===== src/rtl/tbeb_if.sv =====
// ============================================================================
// Module      : tbeb_if
// Description : Code-group in / decoded-byte out bundle for the 10b/8b decoder.
// Revision    : 1.0 - initial release
// ============================================================================
`default_nettype none

interface tbeb_if;
    logic [9:0] tb;
    logic       tb_valid;
    logic [7:0] eb;
    logic       k;
    logic       eb_valid;
    logic       code_err;
    logic       disp_err;
    logic       rd;
    logic       sync;

    modport master (
        output tb, tb_valid,
        input  eb, k, eb_valid, code_err, disp_err, rd, sync
    );

    modport slave (
        input  tb, tb_valid,
        output eb, k, eb_valid, code_err, disp_err, rd, sync
    );
endinterface

`default_nettype wire


===== src/rtl/tbeb.sv =====
// ============================================================================
// Module      : tbeb
// Description : 10b/8b decoder with running-disparity check and comma-based
//               word-sync FSM (FSM present only when TBEB_SYNC_EN is defined).
// Revision    : 1.0 - initial release
// ============================================================================
`default_nettype none

module tbeb #(
    parameter int SYNC_ACQ  = 3,
    parameter int SYNC_LOSS = 4
) (
    input  wire logic clk,
    input  wire logic reset_n,
    tbeb_if.slave     bus
);

    logic [5:0] w_c6;
    logic [3:0] w_c4;
    logic [3:0] w_c4_eff;
    logic [4:0] w_v6;
    logic       w_ok6;
    logic [2:0] w_v4;
    logic       w_ok4;
    logic       w_k28;
    logic       w_kx;
    logic       w_code_err;
    logic       w_disp_err;
    logic       w_k;
    logic [7:0] w_eb;
    logic [3:0] w_ones;
    logic       w_rd_next;

    logic [7:0] r_eb;
    logic       r_k;
    logic       r_eb_valid;
    logic       r_code_err;
    logic       r_disp_err;
    logic       r_rd;

    assign w_c6  = bus.tb[9:4];
    assign w_c4  = bus.tb[3:0];
    assign w_k28 = (w_c6 == 6'b001111) || (w_c6 == 6'b110000);
    // K.28 in rd+ carries the complement of the 4b code used in rd-.
    assign w_c4_eff = (w_c6 == 6'b110000) ? ~w_c4 : w_c4;

    always_comb begin
        w_ok6 = 1'b1;
        w_v6  = 5'd0;
        case (w_c6)
            6'b100111, 6'b011000: w_v6 = 5'd0;
            6'b011101, 6'b100010: w_v6 = 5'd1;
            6'b101101, 6'b010010: w_v6 = 5'd2;
            6'b110001:            w_v6 = 5'd3;
            6'b110101, 6'b001010: w_v6 = 5'd4;
            6'b101001:            w_v6 = 5'd5;
            6'b011001:            w_v6 = 5'd6;
            6'b111000, 6'b000111: w_v6 = 5'd7;
            6'b111001, 6'b000110: w_v6 = 5'd8;
            6'b100101:            w_v6 = 5'd9;
            6'b010101:            w_v6 = 5'd10;
            6'b110100:            w_v6 = 5'd11;
            6'b001101:            w_v6 = 5'd12;
            6'b101100:            w_v6 = 5'd13;
            6'b011100:            w_v6 = 5'd14;
            6'b010111, 6'b101000: w_v6 = 5'd15;
            6'b011011, 6'b100100: w_v6 = 5'd16;
            6'b100011:            w_v6 = 5'd17;
            6'b010011:            w_v6 = 5'd18;
            6'b110010:            w_v6 = 5'd19;
            6'b001011:            w_v6 = 5'd20;
            6'b101010:            w_v6 = 5'd21;
            6'b011010:            w_v6 = 5'd22;
            6'b111010, 6'b000101: w_v6 = 5'd23;
            6'b110011, 6'b001100: w_v6 = 5'd24;
            6'b100110:            w_v6 = 5'd25;
            6'b010110:            w_v6 = 5'd26;
            6'b110110, 6'b001001: w_v6 = 5'd27;
            6'b001110:            w_v6 = 5'd28;
            6'b101110, 6'b010001: w_v6 = 5'd29;
            6'b011110, 6'b100001: w_v6 = 5'd30;
            6'b101011, 6'b010100: w_v6 = 5'd31;
            6'b001111, 6'b110000: w_v6 = 5'd28;
            default:              w_ok6 = 1'b0;
        endcase
    end

    always_comb begin
        w_ok4 = 1'b1;
        w_v4  = 3'd0;
        case (w_c4_eff)
            4'b1011, 4'b0100:                   w_v4 = 3'd0;
            4'b1001:                            w_v4 = 3'd1;
            4'b0101:                            w_v4 = 3'd2;
            4'b1100, 4'b0011:                   w_v4 = 3'd3;
            4'b1101, 4'b0010:                   w_v4 = 3'd4;
            4'b1010:                            w_v4 = 3'd5;
            4'b0110:                            w_v4 = 3'd6;
            4'b1110, 4'b0001, 4'b0111, 4'b1000: w_v4 = 3'd7;
            default:                            w_ok4 = 1'b0;
        endcase
    end

    always_comb begin
        w_ones = 4'd0;
        for (int i = 0; i < 10; i++) begin
            w_ones = w_ones + {3'd0, bus.tb[i]};
        end
    end

    assign w_kx = w_ok6 && ((w_v6 == 5'd23) || (w_v6 == 5'd27) ||
                            (w_v6 == 5'd29) || (w_v6 == 5'd30)) &&
                  ((w_c4 == 4'b1000) || (w_c4 == 4'b0111));

    assign w_code_err = !(w_ok6 && w_ok4);
    assign w_k        = !w_code_err && (w_k28 || w_kx);
    assign w_eb       = w_code_err ? 8'h00 : {w_v4, w_v6};

    assign w_disp_err = (w_ones < 4'd4) || (w_ones > 4'd6) ||
                        ((w_ones == 4'd6) &&  r_rd) ||
                        ((w_ones == 4'd4) && !r_rd);

    assign w_rd_next = (w_ones > 4'd5) ? 1'b1 :
                       (w_ones < 4'd5) ? 1'b0 : r_rd;

    always_ff @(posedge clk or negedge reset_n) begin
        if (!reset_n) begin
            r_eb       <= 8'h00;
            r_k        <= 1'b0;
            r_eb_valid <= 1'b0;
            r_code_err <= 1'b0;
            r_disp_err <= 1'b0;
            r_rd       <= 1'b0;
        end else begin
            r_eb_valid <= bus.tb_valid;
            if (bus.tb_valid) begin
                r_eb       <= w_eb;
                r_k        <= w_k;
                r_code_err <= w_code_err;
                r_disp_err <= w_disp_err;
                r_rd       <= w_rd_next;
            end
        end
    end

`ifdef TBEB_SYNC_EN
    localparam int c_acq_w  = (SYNC_ACQ  < 2) ? 1 : $clog2(SYNC_ACQ + 1);
    localparam int c_loss_w = (SYNC_LOSS < 2) ? 1 : $clog2(SYNC_LOSS + 1);
    localparam logic [c_acq_w-1:0]  c_acq_last  = c_acq_w'(SYNC_ACQ - 1);
    localparam logic [c_loss_w-1:0] c_loss_last = c_loss_w'(SYNC_LOSS - 1);

    typedef enum logic [0:0] {
        UNSYNC = 1'b0,
        SYNC   = 1'b1
    } state_t;

    state_t              r_state;
    logic [c_acq_w-1:0]  r_acq_cnt;
    logic [c_loss_w-1:0] r_err_cnt;
    logic                r_sync;
    logic                w_err;
    logic                w_comma;

    assign w_err   = w_code_err || w_disp_err;
    assign w_comma = w_k28 && !w_code_err &&
                     ((w_v4 == 3'd1) || (w_v4 == 3'd5) || (w_v4 == 3'd7));

    // Transition fires on the word that brings a counter to its threshold, so
    // counters never step past threshold-1 and cannot wrap.
    always_ff @(posedge clk or negedge reset_n) begin
        if (!reset_n) begin
            r_state   <= UNSYNC;
            r_acq_cnt <= '0;
            r_err_cnt <= '0;
            r_sync    <= 1'b0;
        end else if (bus.tb_valid) begin
            case (r_state)
                UNSYNC: begin
                    if (w_err) begin
                        r_acq_cnt <= '0;
                    end else if (w_comma) begin
                        if (r_acq_cnt >= c_acq_last) begin
                            r_state   <= SYNC;
                            r_sync    <= 1'b1;
                            r_acq_cnt <= '0;
                            r_err_cnt <= '0;
                        end else begin
                            r_acq_cnt <= r_acq_cnt + 1'b1;
                        end
                    end
                end
                SYNC: begin
                    if (w_err) begin
                        if (r_err_cnt >= c_loss_last) begin
                            r_state   <= UNSYNC;
                            r_sync    <= 1'b0;
                            r_acq_cnt <= '0;
                            r_err_cnt <= '0;
                        end else begin
                            r_err_cnt <= r_err_cnt + 1'b1;
                        end
                    end else begin
                        r_err_cnt <= '0;
                    end
                end
                default: begin
                    r_state   <= UNSYNC;
                    r_sync    <= 1'b0;
                    r_acq_cnt <= '0;
                    r_err_cnt <= '0;
                end
            endcase
        end
    end

    assign bus.sync = r_sync;
`else
    assign bus.sync = reset_n;
`endif

    assign bus.eb       = r_eb;
    assign bus.k        = r_k;
    assign bus.eb_valid = r_eb_valid;
    assign bus.code_err = r_code_err;
    assign bus.disp_err = r_disp_err;
    assign bus.rd       = r_rd;

endmodule

`default_nettype wire


===== src/flat_wrapper.sv =====
// flat-port wrapper written by rule: the top's interface ports become plain ports
module tbeb_flat 
#(
    parameter int SYNC_ACQ  = 3,
    parameter int SYNC_LOSS = 4
)
  (clk, reset_n, bus_tb, bus_tb_valid, bus_eb, bus_k, bus_eb_valid, bus_code_err, bus_disp_err, bus_rd, bus_sync);
  tbeb_if bus_i ();
  input  wire logic clk;
  input  wire logic reset_n;
  input wire logic [$bits(bus_i.tb)-1:0] bus_tb;
  input wire logic [$bits(bus_i.tb_valid)-1:0] bus_tb_valid;
  output wire logic [$bits(bus_i.eb)-1:0] bus_eb;
  output wire logic [$bits(bus_i.k)-1:0] bus_k;
  output wire logic [$bits(bus_i.eb_valid)-1:0] bus_eb_valid;
  output wire logic [$bits(bus_i.code_err)-1:0] bus_code_err;
  output wire logic [$bits(bus_i.disp_err)-1:0] bus_disp_err;
  output wire logic [$bits(bus_i.rd)-1:0] bus_rd;
  output wire logic [$bits(bus_i.sync)-1:0] bus_sync;
  assign bus_i.tb = bus_tb;
  assign bus_i.tb_valid = bus_tb_valid;
  assign bus_eb = bus_i.eb;
  assign bus_k = bus_i.k;
  assign bus_eb_valid = bus_i.eb_valid;
  assign bus_code_err = bus_i.code_err;
  assign bus_disp_err = bus_i.disp_err;
  assign bus_rd = bus_i.rd;
  assign bus_sync = bus_i.sync;
  tbeb #(.SYNC_ACQ(SYNC_ACQ), .SYNC_LOSS(SYNC_LOSS)) u_core (.clk(clk), .reset_n(reset_n), .bus(bus_i));
endmodule

===== config.mk =====
export PLATFORM = sky130hd
export DESIGN_NAME = tbeb_flat
export DESIGN_NICKNAME = d
export VERILOG_FILES = /design/src/rtl/tbeb_if.sv /design/src/rtl/tbeb.sv /design/src/flat_wrapper.sv
export SDC_FILE = /design/constraint.sdc
export NUM_CORES = 1
export LEC_CHECK = 0
export CAP_MARGIN = 20
export CORE_ASPECT_RATIO = 0.75
export CORE_MARGIN = 1
export CORE_UTILIZATION = 39
export DETAILED_ROUTE_END_ITERATION = 6
export HOLD_SLACK_MARGIN = 0.03
export PLACE_DENSITY = 0.65
export SETUP_SLACK_MARGIN = 0.02
export SYNTH_ARGS = -nofsm -noshare
export SYNTH_HDL_FRONTEND = slang
export SYNTH_SLANG_ARGS = --single-unit

===== constraint.sdc =====
create_clock -name clk -period 0.8 [get_ports clk]
set_input_delay 0.16 -clock clk [delete_from_list [all_inputs] [get_ports clk]]
set_output_delay 0.16 -clock clk [all_outputs]
set_load 0.005 [all_outputs]

==> summary.md <==
| Metric | Value |
|---|---|
| Delay-heaviest family, CP | `adder cells` |
| Asr flop ratio synth | `100%` |
| Worst path arrival time | `3.42 ns` |
| CTS clk-pin slew, worst paths | `0.06 ns` |
| Outcome | `finished, violations left` |
| RSZ-0062 raised after global routing | `yes` |
| CP max-delay cell | `fa_1` |
| Row cnt | `20` |
| Syn_nets | `265` |
| Final ANT Viol Nets | `0` |
| PwrDens | `1260 nW/um2` |
| Num Clock Sinks | `13` |
| Setup TNS | `-13.25 ns` |
| Adder-cell share of the synthesized area | `10.9%` |
| Final Cycle Share | `411%` |
| WP buf/inv | `3` |
| # setup viols final | `25` |
| Min cycle time layout | `3.29 ns` |
| Compound-gate portion of the synthesized area | `33.7%` |
| Sequential-to-total area share from yosys stat | `18.2%` |
| Final Hold Vio Count | `0` |
| Die H | `60.7 um` |
| Clock Latency Late Sink | `0.24 ns` |
| Core Util, Final | `74.0%` |
| Synth Area in XOR/XNOR | `2.44%` |
| Port bufs | `26` |
| Core area | `4230 um2` |
| Worst Skew | `0.000257 ns` |
| Number of inserted diodes | `0` |
| Nets | `365` |
| Cells along the critical path | `buf_8 -> inv_6 -> ha_4 -> inv_2 -> fa_1 -> fa_1 -> fa_1 -> fa_2 -> fa_2 -> nand2b_4 -> a21o_1 -> o21ai_2 -> mux2_4` |
| Max-slew violations | `0` |
| Failing checks | `negative setup slack` |
| Startpoint types | `input pin` |
| Synth top area share | `18.2%` |
| Most area-hungry cell type in the Yosys netlist | `dfrtp_1` |
| Total number of H-tree levels | `1` |
| Crit end category | `register` |
| Fmax | `304 MHz` |
| Max cap viols | `0` |
| Required time of the critical path | `0.93 ns` |
| Post-synth top flop | `dfrtp_1` |
| Vias in the first global route | `2214` |
| Post-DP Area | `2500 um2` |
| Die Wd | `80.3 um` |
| Final Cell Area | `3130 um2` |
| Hold Worst Slack | `0.438 ns` |
| WL per Instance | `17.3 um` |
| Worst-path fanout max | `2` |
| Placed wire-length estimate | `4070 um` |
| Starting Density | `42.4%` |
| Most frequent CP cell | `fa_1` |
| Layout area overhead | `74.7%` |
| Ys Warns | `0` |
| Crit Path Class | `in2reg` |
| First-pass GRT wire length | `10800 um` |
| Post-synthesis mux area share | `3.21%` |
| Die ar. | `4870 um2` |
| Synth Cell Area | `1790 um2` |
| Pin count of the biggest net entering global routing | `30` |
| Vias per inst | `5.83` |
| CTS Buffer Depth | `2` |
| Final WL | `6830 um` |
| Max stage delay on crit path | `0.51 ns` |
| Relative slew slack | `75.7%` |
| Simple-Gate Fraction of Synth Area | `20.4%` |
| Synth Area per Inst | `7.47 um2` |
| Dpl cells | `357` |
| First DRT Iteration DRCs | `242` |
| Worst-Margin Slew | `0.364 ns` |
| Initial antenna violation count | `0` |
| Worst Hold Class | `in2reg` |
| Fin cells | `394` |
| Setup ws final | `-2.49 ns` |
| Largest family of logic cells by synthesized area | `compound AO/OA/AOI/OAI gates` |
| Power Total | `3.95 mW` |
| Gate Count Post-Synth | `240` |
| Cts bufs inserted | `3` |
| Synth area leaders | `dfrtp_1 (18%), fa_1 (6.7%), a21oi_1 (5.3%)` |
| RD Place Congestion | `0.899` |
| Share of cells above drive strength 1 | `48.7%` |
| CTS tree | `built` |
| Post-synth EDFFs | `0` |
| Drt pass-1 iters | `5` |
| Synth cell types | `52` |
| CTS root buf | `clkbuf_8` |
| Leak Pwr | `1.47 nW` |
| Io pins | `27` |
| Synthesized flop and latch total | `13` |
| Post-route DRC | `0` |
| GRT Total Usage | `28.9%` |
| Total gr overflow | `0` |
| Vias | `2297` |
| DP Worst Slack | `-3.30 ns` |
| Peak supply drop | `0.990 mV` |
[per-layer routing]
layer / track usage, % / routed length (um)
met1: 39.7 / 2950
met2: 46.6 / 3040
met3: 6.02 / 687
met4: 7.65 / 151
met5: 0 / 0
[logic make-up (layout without fill, tap and decap cells)]
logic type	after synthesis	count (layout)
compound gates	89	89
mux	5	5
simple gates	69	69
fa+ha+maj	12	12
xor+xnor	5	5
flops	13	13
buf+inv	47	146
[cells in the mapped netlist (all sizes together) (2+ instances only)]
library cell,number
o22ai,8
a31oi,5
nand2b,9
o221ai,3
nor3,3
and2,2
a22oi,2
fa,6
nand4,4
mux2,3
o211ai,4
or3,3
nand3,9
a21o,2
dfrtp,13
clkbuf,10
a211oi,7
mux2i,2
a21oi,19
o31ai,5
nor2b,5
inv,23
o211a,4
o311a,2
nand2,20
nor2,11
o21ai,15
xnor2,3
ha,6
clkinv,2
xor2,2
buf,12
a221o,2
[where the power goes]
group | internal (mW) | switching [mW]
sequential | 0.763 | 0.0472
combinational | 1.43 | 1.12
clock | 0.352 | 0.245
[flip-flops by register name (all words and copies together) (netlist names)]
register             flops
u_core.bus.eb            8
u_core.bus.code_err      1
u_core.bus.k             1
u_core.bus.disp_err      1
u_core.bus.eb_valid      1
u_core.bus.rd            1
[final timing paths]
path	startpoint	cells after the start	slack, ns	endpoint
worst min register to register	u_core.bus.k	2	0.54	u_core.bus.k
worst max register to register	u_core.bus.rd	5	-0.25	u_core.bus.disp_err
worst max-delay path	bus_tb[0]	13	-2.49	u_core.bus.rd
max in group asynchronous	reset_n	3	0.12	u_core.bus.eb[0]
worst min-delay path	bus_tb[1]	4	0.44	u_core.bus.eb[7]
min in group asynchronous	reset_n	3	0.52	u_core.bus.eb_valid
[cell type report]
cell class / instances / area (um2)
multi-input cells: 180 / 1480
repair buffers: 117 / 1100
fillers: 310 / 1100
flip-flops and latches: 13 / 325
inverters: 25 / 104
well taps: 55 / 68.8
clock buffers: 4 / 45.0
[timing repair]
item | 4_1_cts | 5_1_grt
hold endpoints to repair | 13 | 0
hold buffers | 1 | 0
setup endpoints to repair | 26 | 25
buffers inserted | 23 | 7
pin swaps | 27 | 22
gates resized for setup | 161 | 14
cloned | 4 | 0
[tightest hold or removal path, stage by stage]
cell	delay, ns
buf_6	0.08
buf_4	0.18
o221ai_2	0.12
o22ai_2	0.09
[cells in the final DEF (no fill, tap or decap), types with 4 or more instances in the layout]
| cell type | count |
|---|---|
| buf_4 | 67 |
| inv_1 | 19 |
| nand2_1 | 18 |
| a21oi_1 | 17 |
| buf_2 | 15 |
| buf_6 | 14 |
| dfrtp_1 | 13 |
| o21ai_0 | 10 |
| nor2_1 | 9 |
| nand3_1 | 6 |
| nand2b_1 | 6 |
| buf_8 | 6 |
| o22ai_1 | 5 |
| a211oi_1 | 5 |
| ha_1 | 5 |
| a31oi_1 | 4 |
| o211ai_1 | 4 |
| nand4_1 | 4 |
| o211a_1 | 4 |
| fa_1 | 4 |
| bufbuf_16 | 4 |
| buf_12 | 4 |
Power figures use the tool's default switching activity.
